===== src/rtl/wiscsc15_fetch_queue.sv =====
// wiscsc15_fetch_queue
// Prefetching instruction fetch front end for the WISC-SC15 core. It issues
// handshaked requests to a variable-latency instruction memory and keeps up to
// DEPTH fetched {pc, instr} pairs in a circular buffer. The oldest pair is
// presented to decode with a valid/ready handshake. Redirects from execute
// flush the buffer and restart fetch. Prefetch stops after a HLT word.
module wiscsc15_fetch_queue #(
    parameter int DEPTH = 4
) (
    input  logic                     clk,
    input  logic                     rst,
    input  logic                     redirect,
    input  logic [15:0]              redirect_pc,
    output logic                     mem_req,
    output logic [15:0]              mem_addr,
    input  logic                     mem_ack,
    input  logic [15:0]              mem_rdata,
    output logic                     inst_valid,
    output logic [15:0]              inst,
    output logic [15:0]              inst_pc,
    input  logic                     inst_ready,
    output logic [$clog2(DEPTH):0]   count
);

    localparam int AW = $clog2(DEPTH);
    localparam int CW = AW + 1;
    localparam logic [CW-1:0] FULL = CW'(DEPTH);
    localparam logic [3:0] HLT_OPCODE = 4'hF;

    // IDLE: no request outstanding.
    // REQ: request outstanding whose data will be pushed.
    // FLUSH: request outstanding whose data belongs to a redirected-away path.
    typedef enum logic [1:0] {
        IDLE  = 2'd0,
        REQ   = 2'd1,
        FLUSH = 2'd2
    } state_t;

    state_t          state;
    state_t          state_nxt;
    logic [15:0]     addr_nxt;
    logic [15:0]     fpc;
    logic [15:0]     fpc_nxt;
    logic            hlt_seen;
    logic            hlt_nxt;
    logic [AW-1:0]   rd_ptr;
    logic [AW-1:0]   wr_ptr;
    logic [CW-1:0]   count_after;

    logic [15:0]     pc_store    [DEPTH];
    logic [15:0]     instr_store [DEPTH];

    logic            ack;
    logic            push;
    logic            pop;
    logic            push_hlt;

    // A completed request only counts while a request is actually open.
    assign ack      = mem_req & mem_ack;

    // A redirect drops any push or pop that coincides with it.
    assign push     = (state == REQ) & ack & ~redirect;
    assign pop      = inst_valid & inst_ready & ~redirect;
    assign push_hlt = (mem_rdata[15:12] == HLT_OPCODE);

    // Head outputs come straight from registered state, zeroed when empty.
    assign inst_valid = (count != '0);
    assign inst       = inst_valid ? instr_store[rd_ptr] : 16'h0000;
    assign inst_pc    = inst_valid ? pc_store[rd_ptr]    : 16'h0000;

    // Occupancy after this cycle's push and pop, used to decide whether the
    // next request can be started back to back without overrunning the queue.
    always_comb begin
        count_after = count;
        if (push && !pop) begin
            count_after = count + CW'(1);
        end else if (!push && pop) begin
            count_after = count - CW'(1);
        end
    end

    // Fetch control: next state, next request address, fetch PC and halt flag.
    // A request is only launched when an entry is guaranteed free on return.
    always_comb begin
        state_nxt = state;
        addr_nxt  = mem_addr;
        fpc_nxt   = fpc;
        hlt_nxt   = hlt_seen;
        if (redirect) begin
            fpc_nxt = redirect_pc;
            hlt_nxt = 1'b0;
            case (state)
                IDLE: begin
                    state_nxt = REQ;
                    addr_nxt  = redirect_pc;
                end
                REQ, FLUSH: begin
                    if (ack) begin
                        state_nxt = REQ;
                        addr_nxt  = redirect_pc;
                    end else begin
                        state_nxt = FLUSH;
                    end
                end
                default: begin
                    state_nxt = IDLE;
                end
            endcase
        end else begin
            case (state)
                IDLE: begin
                    if (count < FULL && !hlt_seen) begin
                        state_nxt = REQ;
                        addr_nxt  = fpc;
                    end
                end
                REQ: begin
                    if (ack) begin
                        fpc_nxt = mem_addr + 16'd1;
                        if (push_hlt) begin
                            hlt_nxt = 1'b1;
                        end
                        if (count_after < FULL && !push_hlt) begin
                            state_nxt = REQ;
                            addr_nxt  = mem_addr + 16'd1;
                        end else begin
                            state_nxt = IDLE;
                        end
                    end
                end
                FLUSH: begin
                    if (ack) begin
                        if (!hlt_seen && count < FULL) begin
                            state_nxt = REQ;
                            addr_nxt  = fpc;
                        end else begin
                            state_nxt = IDLE;
                        end
                    end
                end
                default: begin
                    state_nxt = IDLE;
                end
            endcase
        end
    end

    // Fetch state, request output and fetch PC registers.
    always_ff @(posedge clk or negedge rst) begin
        if (!rst) begin
            state    <= IDLE;
            mem_req  <= 1'b0;
            mem_addr <= 16'h0000;
            fpc      <= 16'h0000;
            hlt_seen <= 1'b0;
        end else begin
            state    <= state_nxt;
            mem_req  <= (state_nxt != IDLE);
            mem_addr <= addr_nxt;
            fpc      <= fpc_nxt;
            hlt_seen <= hlt_nxt;
        end
    end

    // Queue pointers and occupancy; a redirect empties the queue outright.
    always_ff @(posedge clk or negedge rst) begin
        if (!rst) begin
            rd_ptr <= '0;
            wr_ptr <= '0;
            count  <= '0;
        end else if (redirect) begin
            rd_ptr <= '0;
            wr_ptr <= '0;
            count  <= '0;
        end else begin
            if (push) begin
                wr_ptr <= wr_ptr + AW'(1);
            end
            if (pop) begin
                rd_ptr <= rd_ptr + AW'(1);
            end
            count <= count_after;
        end
    end

    // Entry storage; contents are only observable through a valid head.
    always_ff @(posedge clk) begin
        if (push) begin
            pc_store[wr_ptr]    <= mem_addr;
            instr_store[wr_ptr] <= mem_rdata;
        end
    end

endmodule


===== config.mk =====
export PLATFORM = sky130hd
export DESIGN_NAME = wiscsc15_fetch_queue
export DESIGN_NICKNAME = d
export VERILOG_FILES = /design/src/rtl/wiscsc15_fetch_queue.sv
export SDC_FILE = /design/constraint.sdc
export NUM_CORES = 1
export LEC_CHECK = 0
export BUFFER_PORTS_ARGS = -buffer_cell sky130_fd_sc_hd__buf_2
export CAP_MARGIN = 15
export CORE_MARGIN = 8
export CORE_UTILIZATION = 42
export DETAILED_ROUTE_END_ITERATION = 12
export PLACE_DENSITY_LB_ADDON = 0.3
export REMOVE_ABC_BUFFERS = 1
export SYNTH_ARGS = -nofsm -noshare
export SYNTH_HDL_FRONTEND = slang
export SYNTH_SLANG_ARGS = --single-unit

===== constraint.sdc =====
create_clock -name clk -period 3.5 [get_ports clk]
set_input_delay 0.35 -clock clk [delete_from_list [all_inputs] [get_ports clk]]
set_output_delay 0.35 -clock clk [all_outputs]
set_load 0.01 [all_outputs]

### Yosys cells after proc, flatten, opt, wreduce, memory -nomap -nowiden

Memories as Yosys holds them, arrays and structs flattened.
Index checks and enable logic that the tools add are counted.

* register bits after elaboration: 43
* memories: 2
* memory bits (writable): 128
* input bits: 37
* word-level logic and storage cells: 87
* output and inout bits: 53

* $lt $le $gt $ge: 2
* equality and inequality tests: 8
* reduce and logical (&&, ||, !) cells: 21
* multiplexer cells: 35
* bitwise logic cells: 6
* add/sub/neg operators: 5

Memories
* instr_store: words 4, width 16, read ports 1, clocked after Yosys merged registers in 0, wr ports 1, line 51 `logic [15:0] instr_store [DEPTH];`
* pc_store: words 4, width 16, read ports 1, clocked after Yosys merged registers in 0, wr ports 1, line 50 `logic [15:0] pc_store [DEPTH];`

Operator list (count)
* $mux 16: 11
* $pmux 16 s3: 1
* $pmux 16 s2: 1
* $mux 2: 9
* $add 16x1->16 const B: 1
* $reduce_bool 2->1: 6
* $mux 3: 3
* $ne 3x3->1 const B: 3
* $mux 1: 8
* $lt 3x3->1 const B: 2
* $pmux 2 s3: 1
* $reduce_and 6->1: 1
* $and 1x1->1: 5
* $add 2x1->2 const B: 2
* $eq 4x4->1 const B: 1
* $logic_and 1x1->1: 4
* $logic_not 1->1: 4
* $pmux 2 s2: 1
* $reduce_bool 4->1: 1
* $add 3x1->3 const B: 1
* $ne 3x1->1 const B: 1
* $ne 3x2->1 const B: 1
* $reduce_and 3->1: 1
* $reduce_bool 3->1: 1
* 7 further kinds: 7

### Longest topological paths before layout

Gate-level depths: netlist (run 1).

* depth after elaboration: 14
* gate-level depth with buffers: 9
* mapped depth without buffers: 7

### Worst setup path before layout (run 1)

OpenSTA, ideal clock, no wires.

* kind: register to register
* start point: register state[1]
* end point: memory instr_store[0][0], enable pin
* setup slack: 753 ps
* stages on the path, launching flop included: 7
* period minus slack after synthesis: 2747 ps
* buffers on the path: 2
* arrival time: 2354 ps
* required time: 3108 ps
* library setup time: 392 ps
* cells stage by stage: dfrtp_1 inv_1 ha_1 nor2b_1 clkbuf_1 clkbuf_1 and3_1

* word-level cells in the longest chain between the ends: 5

Ends and longest elaborated chain
* start: declaration: line 39 `state_t state;`
* start signal: assignment: line 157 `state <= state_nxt;`
* $eq 2x1->1: line 62 `assign push = (state == REQ) & ack & ~redirect;`
* $and 1x1->1 (2 in series): line 62
* $mux 1: line 188 `if (push) begin`
* $mux 1 (not written as such): line 190 `instr_store[wr_ptr] <= mem_rdata;`
* end: declaration: line 51

No other way between the ends.

### Final worst setup path (run 1)

* start point: register state[1]
* end point: register mem_addr[1]

* word-level cells in the longest chain between the ends: 11
* elaborated cells on any way between the ends: 23
* those cells by class: order compare: 1; eq/ne: 7; mux: 5; bitwise: 2; reduce/logical: 8

Ends and longest elaborated chain
* $eq 2x1->1: line 62, 92, 110
* $and 1x1->1 (2 in series): line 62
* $logic_not 1->1: line 77 `end else if (!push && pop) begin`
* $logic_and 1x1->1: line 77
* $mux 3: line 77
* $mux 3: line 75 `if (push && !pop) begin`
* $lt 3x3->1: line 123 `if (count_after < FULL && !push_hlt) begin`
* $logic_and 1x1->1: line 123
* $ne 3x2->1 (no line)
* $reduce_and 6->1 (no line)
* end signal: assignment: line 159 `mem_addr <= addr_nxt;`
* end: declaration: line 15 `output logic [15:0] mem_addr,`

Several ways; a longest one is shown, not always the timed one.
A chain may end at the register's enable or synchronous reset.

==> results.txt, run 1 <==
----------------------------------------------------
[Setup path]
  FF-to-FF Start ... state[1]$_DFF_PN0_
  Worst flop-to-flop path endpoint ... mem_addr[1]$_DFFE_PN0P_
  Required arrival time at the worst endpoint ... 3800 ps
  Worst-path cell with the longest stage delay ... a31oi_2
  CP arrival ... between 3000 and 4000 ps
  Kind of end point of the critical path ... register
  Largest driver fanout on the critical path ... 16
  Longest individual stage delay on the worst path ... roughly 580 ps
  Setup CP Type ... register to register
  Depth of the worst register-to-register path ... 7
  Cells along the critical path ... inv_1, ha_1, a31oi_2, nand4_1, a21o_1, a31oi_4, mux2_1
  Element type at the critical path start ... register
  Worst-case register-to-register setup slack ... ~460 ps

[STA]
  Worst slew pin tran ... around 1000 ps
  Hold Violations, Final ... 0
  Maximum frequency from static timing analysis ... ~330 MHz
  Setup repair after global routing missed its margin ... no
  Normalized max-slew margin ... 35.12%
  Worst setup skew after layout ... ~15 ps
  Final setup vio count ... 0
  Count of final max-slew check failures ... 0
  Fraction of the cycle the final worst path needs ... between 80% and 90%
  Minimum hold slack ... ~84 ps
  Setup_tns ... 0 ps
  Final worst path period need ... just over 3000 ps

[Pwr]
  Share of power burned in registers ... between 40% and 50%
  Pwr/cell area ... 807.1 nW/um^2
  Clock share of power ... 24.9%
  Switching part of the total ... approximately a third
  Proportion of power drawn by combinational gates ... about 34%
  Switching Power ... roughly 2.5 mW
  Static Leakage ... approximately 3.3 nW
  Internal power ... about 4.7 mW
  Total power draw ... a little over 7 mW
  VDD IR max ... between 0.4 and 0.5 mV

[Clock network]
  CTS Buf Count ... 17
  TritonCTS clock tree ... yes
  CTS root buffer ... clkbuf_16
  Setup repair bufs after CTS ... 0
  CTS-repair resized insts ... 0
  Clk pin slew, worst setup/hold paths ... 70 ps
  Clock tree buffer depth ... 2
  Clk Latency, worst-skew pair ... around 430 ps
  H-tree depth ... 4
  Number of sinks driven by the clock tree ... roughly 170
  Hold-fix buffer count after cts ... 0

[Synthesis]
  Gate count of the mapped netlist ... 507
  Mapped Area ... 7577 sq um
  Multiplexer share of the synthesized area ... about 12%
  Library cells used by synthesis ... 53
  Synthesis warning total ... 0
  Sequential share of the synthesized area ... approximately two thirds
  Complex-gate fraction of the synthesized area ... 6.638%
  Synthesis-stage register bit count ... 171
  Async set or reset register ratio after synthesis ... 25.15%
  Avg Synthesized Cell Area ... 14.95 sq um
  Largest family of logic cells by synthesized area ... multiplexers
  Post-Synth XOR/XNOR Area ... roughly 2.2%
  EDFF count, synth ... 128
  Arithmetic-cell share of the synthesized area counting full adders, half adders and majority gates ... a little under 2%
  Post-synthesis share of cell area spent on and, or, nand and nor gates ... 9.280%
  Main synth FF type ... edfxtp_1

[Placed design]
  Buffers added on ports ... between 80 and 90
  Placed cell count ... roughly 810
  Final GP Congestion ... approximately 0.90
  Half-perimeter wire length after placement ... 11,190 um

[GRT]
  Aggregate global-route resource usage ... around 16%
  Wire length of the first global-routing pass ... 26,750 um
  Largest net degree at the start of global routing ... 44
  Via count of the first global-routing pass ... around 4,800
  Initial antenna violation count ... 0
  Residual overflow from global routing ... 0

[Layout]
  Net count, final ... between 600 and 700
  Count of inserted antenna diode cells ... 0
  Final design utilization ... about 50%
  Non-Filler Instances ... roughly 840
  Proportion of layout cells with a drive suffix above 1 ... between 20% and 30%
  Post-synthesis to final-layout area growth ... 16.64%

[Drt]
  DR pass1 iterations ... 5
  Initial DRC Count ... approximately 290
  DRT Wirelength ... ~17,000 um
  Vias after detailed routing ... 4,565
  Post-DR wirelength/cell ... around 20 um
  Antenna Violating Nets Remaining ... 0
  Routed vias/inst ... between 5 and 6
  DR DRC count ... 0

[Floorplan]
  Initial core utilization ... 42.47%
  CORE AREA ... 17,840 sq um
  Die outline height ... roughly 150 um
  Floorplan die area ... about 23,000 sq um
  Number of core rows ... between 40 and 50
  I/O pin total ... 90
  Die width ... 150.3 um

[Hold path]
  Class of the worst hold path ... input pin to asynchronous set/reset pin

[Job]
  Number of violations of the max-capacitance limit ... 0

[Run status]
  Status ... completed

----------------------------------------------------
Yosys cell counts, types with 2 or more instances:
library cell	n	area share, %
a2111oi_0	2	0.23
a211oi_1	5	0.50
a21boi_0	2	0.20
a21o_1	2	0.20
a21oi_1	8	0.53
a221o_1	2	0.26
a222oi_1	7	0.92
a22oi_1	6	0.59
and2_1	34	2.8
and3_1	6	0.50
buf_1	3	0.15
buf_2	4	0.26
buf_6	2	0.30
clkbuf_1	18	0.89
dfrtp_1	43	14
edfxtp_1	128	51
ha_1	12	2.0
inv_1	23	1.1
mux2_1	8	1.2
mux2_2	2	0.30
mux2i_1	9	1.2
mux4_2	32	9.5
nand2_1	33	1.6
nand2b_4	2	0.36
nand3_1	15	0.99
nand4_1	5	0.41
nor2_1	25	1.2
nor2b_1	2	0.17
nor3_1	6	0.40
nor4_1	5	0.41
o211ai_1	2	0.20
o21ai_0	9	0.59
o21ai_1	5	0.33
o31ai_1	3	0.30
o32ai_1	2	0.23
xnor2_1	15	1.7
xor2_1	4	0.46
worst max path at each step:
| stage | slack, ps | cells past startpoint | to | start |
|---|---|---|---|---|
| CTS | 480 | 7 | mem_addr[1]$_DFFE_PN0P_ | state[1]$_DFF_PN0_ |
| global route | 320 | 7 | mem_addr[4]$_DFFE_PN0P_ | state[1]$_DFF_PN0_ |
| finish | 460 | 7 | mem_addr[1]$_DFFE_PN0P_ | state[1]$_DFF_PN0_ |
| detailed placement | 490 | 7 | mem_addr[4]$_DFFE_PN0P_ | state[1]$_DFF_PN0_ |
| global placement | 590 | 7 | mem_addr[6]$_DFFE_PN0P_ | state[1]$_DFF_PN0_ |
| floorplan | 500 | 4 | instr_store[0][0]$_DFFE_PP_ | state[1]$_DFF_PN0_ |
layout make-up:
cell class / instances / area, sq um
clock inverters: 10 / 118.9
flip-flops and latches: 171 / 4921
clock buffers: 19 / 432.9
fillers: 1544 / 9002
inverters: 24 / 90.09
repair buffers: 100 / 538.0
well taps: 229 / 286.5
multi-input cells: 285 / 2451
per-stage QoR:
step                      cell area (sq um)  setup WS [ps]
after detailed placement               8282          493.3
after floorplan                        7456          495.3
final                                  8838          460.4
after global routing                   8838          317.3
after global placement                 8282          592.1
after CTS                              8833          480.9
power by group through the flow:
| stage | Sequential [mW] | Combinational [mW] | Clock [mW] |
|---|---|---|---|
| 6_report | 2.93 | 2.43 | 1.78 |
| 4_1_cts | 2.93 | 2.47 | 1.81 |
| 3_5_place_dp | 2.97 | 2.46 | 0 |
| 2_1_floorplan | 2.94 | 1.52 | 0 |
| 5_1_grt | 2.99 | 2.70 | 1.89 |
| 3_3_place_gp | 2.94 | 2.42 | 0 |
per-layer routing:
| layer | vias to the layer above | part of all wire (%) | GRT usage, % |
|---|---|---|---|
| met2 | 146 | 49 | 25.02 |
| met4 | 0 | 1.1 | 4.998 |
| met5 | - | 0 | 0 |
| met1 | 2285 | 43 | 19.87 |
| li1 | 2115 | - | - |
| met3 | 19 | 6.9 | 4.779 |
placed cells by master (no fill, tap or decap), types with 12 or more instances in the layout:
cell,synthesis,routed
edfxtp_1,128,128
buf_2,4,89
dfrtp_1,43,42
and2_1,34,34
nand2_1,33,33
mux4_2,32,32
nor2_1,25,25
inv_1,23,23
clkbuf_16,0,17
nand3_1,15,15
xnor2_1,15,15
ha_1,12,12
kinds of logic (layout without fill, tap and decap cells):
kind of cell | Yosys count | in the layout
AO/OA/AOI/OAI | 67 | 67
adder cells (fa/ha/maj) | 12 | 12
multiplexers | 51 | 51
AND/OR/NAND/NOR | 136 | 136
XOR/XNOR | 19 | 19
buffers and inverters | 51 | 153
flip-flops | 171 | 171
registers in the layout, indices dropped and copies added, names as in the netlist, 2 cells and up:
signal	flops
count	3
fpc	16
instr_store	64
mem_addr	16
pc_store	64
rd_ptr	2
state	2
wr_ptr	2
worst max-delay path: cells and delay by family, from the launching register on:
| family | cells | cell delay, ps |
|---|---|---|
| compound gates | 3 | 1430 |
| buf+inv | 1 | 80 |
| fa+ha+maj | 1 | 400 |
| mux | 1 | 380 |
| simple gates | 1 | 240 |
| flops | 1 | 400 |
Power figures use the tool's default switching activity.
==> inputs of run 2 (changes only) <==
- CORE_MARGIN: 8 -> 2
- PLACE_DENSITY: unset -> 0.63
- PLACE_DENSITY_LB_ADDON: 0.3 -> unset
==> results.txt, run 2 (synthesis gave the netlist of run 1 again) <==
----------------------------------------------------
[Floorplan]
  Initial core utilization ... ~42%
  CORE AREA ... approximately 18,000 sq um
  Die outline height ... 138.3 um
  I/O pin total ... 90
  Floorplan die area ... roughly 19,000 sq um
  Die width ... 138.3 um
  Number of core rows ... 49

[GRT]
  Routing usage on met3 ... between 3 and 4%
  Largest net degree at the start of global routing ... 44
  Aggregate global-route resource usage ... approximately 17%
  Layer carrying the most global-route usage ... met2
  Initial antenna violation count ... 0
  Via count of the first global-routing pass ... 4,641
  M2 GR Usage ... between 20% and 30%
  Met1 usage in global routing ... roughly a quarter
  Wire length of the first global-routing pass ... between 20,000 and 30,000 um
  Residual overflow from global routing ... 0

[Layout]
  Non-Filler Instances ... between 800 and 900
  Commonest non-fill, non-tap cells in the layout ... edfxtp_1 (128), buf_2 (89), dfrtp_1 (42)
  Area of all placed cells without fillers ... 8801 sq um
  Commonest non-fill, non-tap cell in the layout ... edfxtp_1
  Final design utilization ... 49.33%
  Net count, final ... ~650
  Post-synthesis to final-layout area growth ... 16.15%
  Count of inserted antenna diode cells ... 0
  FILL cells ... between 1,500 and 2,000
  Registers with the highest flip-flop counts ... instr_store x64, pc_store x64
  Proportion of layout cells with a drive suffix above 1 ... about 28%

[Setup path]
  Largest driver fanout on the critical path ... 16
  Depth of the worst register-to-register path ... 7
  Required arrival time at the worst endpoint ... between 3000 and 4000 ps
  Element type at the critical path start ... register
  FF-to-FF Start ... state[1]$_DFF_PN0_
  Worst flop-to-flop path endpoint ... mem_addr[10]$_DFFE_PN0P_
  Kind of end point of the critical path ... register
  Setup CP Type ... register to register
  Worst-case register-to-register setup slack ... 490 ps
  Worst-path cell with the longest stage delay ... a31oi_2
  Cells along the critical path ... inv_1, ha_1, a31oi_2, nand4_1, a21o_1, a31oi_4, mux2_1
  Longest individual stage delay on the worst path ... 560 ps
  CP arrival ... ~3300 ps

[Drt]
  Routed vias/inst ... 5.544
  Vias after detailed routing ... between 4,000 and 5,000
  Antenna Violating Nets Remaining ... 0
  DR pass1 iterations ... 6
  DR DRC count ... 0
  Initial DRC Count ... 342
  Post-DR wirelength/cell ... approximately 19 um
  DRT Wirelength ... between 15,000 and 20,000 um

[STA]
  Hold Violations, Final ... 0
  Normalized max-slew margin ... 26.54%
  Count of final max-slew check failures ... 0
  Setup_tns ... 0 ps
  Worst slew pin tran ... around 1100 ps
  Setup repair after global routing missed its margin ... no
  Final setup vio count ... 0
  Minimum hold slack ... slightly above 80 ps
  Fraction of the cycle the final worst path needs ... between 80% and 90%
  Worst setup skew after layout ... 7.802 ps
  Final worst path period need ... roughly 3000 ps
  Worst Slack Setup Final ... 492.5 ps
  Maximum frequency from static timing analysis ... between 300 and 400 MHz

[Placed design]
  Buffers added on ports ... between 80 and 90
  Half-perimeter wire length after placement ... between 10,000 and 15,000 um
  Final GP Congestion ... 0.8224
  Worst Setup Slack post-DPL ... around 500 ps
  Placed cell count ... between 800 and 900
  Post-DP Area ... just over 8000 sq um

[Pwr]
  Proportion of power drawn by combinational gates ... 34.9%
  Clock share of power ... about 24%
  Pwr/cell area ... between 700 and 800 nW/um^2
  Switching Power ... 2.486 mW
  Share of power burned in registers ... 41.0%
  VDD IR max ... 0.4681 mV
  Total power draw ... 7.019 mW
  Internal power ... about 4.5 mW
  Static Leakage ... 3.259 nW
  Switching part of the total ... between 30% and 40%

[Clock network]
  Clk pin slew, worst setup/hold paths ... 70 ps
  CTS root buffer ... clkbuf_16
  CTS Buf Count ... 17
  Hold-fix buffer count after cts ... 0
  H-tree depth ... 4
  Setup repair bufs after CTS ... 0
  CTS-repair resized insts ... 0
  TritonCTS clock tree ... yes
  Clk Latency, worst-skew pair ... 430 ps
  Number of sinks driven by the clock tree ... ~170
  Clock tree buffer depth ... 2

[Job]
  Number of violations of the max-capacitance limit ... 0

[Hold path]
  Class of the worst hold path ... input pin to asynchronous set/reset pin

[Run status]
  Status ... completed

----------------------------------------------------
## run 2: cell type report
cell class	count	area, sq um	area share [%]
repair buffers	98	525.5	5.971
multi-input cells	285	2451	27.85
clock buffers	19	432.9	4.919
clock inverters	13	93.84	1.066
well taps	229	286.5	3.256
flip-flops and latches	171	4921	55.91
inverters	24	90.09	1.024
## run 2: worst max path at each step
| stage | from | cells past startpoint | to |
|---|---|---|---|
| floorplan | state[1]$_DFF_PN0_ | 4 | instr_store[0][0]$_DFFE_PP_ |
| detailed placement | state[1]$_DFF_PN0_ | 7 | mem_addr[11]$_DFFE_PN0P_ |
| global route | state[1]$_DFF_PN0_ | 7 | mem_addr[3]$_DFFE_PN0P_ |
| CTS | state[1]$_DFF_PN0_ | 7 | mem_addr[11]$_DFFE_PN0P_ |
| finish | state[1]$_DFF_PN0_ | 7 | mem_addr[10]$_DFFE_PN0P_ |
| global placement | state[1]$_DFF_PN0_ | 7 | mem_addr[3]$_DFFE_PN0P_ |
## run 2: power groups by stage
| stage | clock [mW] | sequential, mW | combinational (mW) |
|---|---|---|---|
| after floorplan | 0 | 2.94 | 1.52 |
| after global placement | 0 | 2.89 | 2.45 |
| after detailed placement | 0 | 2.92 | 2.48 |
| after CTS | 1.73 | 2.88 | 2.49 |
| after global routing | 1.82 | 2.92 | 2.69 |
| final | 1.69 | 2.88 | 2.45 |
## run 2: layer usage
layer	routed length, um	share of wire (%)	vias to the layer above
met2	7868	49	161
met4	261	1.6	0
met1	7244	45	2364
met3	840	5.2	20
met5	0	0	-
li1	-	-	2106
## run 2: critical path: cells and delay by family (launching register included)
| family | cells | cell delay, ps |
|---|---|---|
| adders and majority gates | 1 | 400 |
| AOI/OAI and AO/OA | 3 | 1400 |
| DFF | 1 | 390 |
| and+or+nand+nor | 1 | 240 |
| muxes | 1 | 380 |
| buffers and inverters | 1 | 80 |
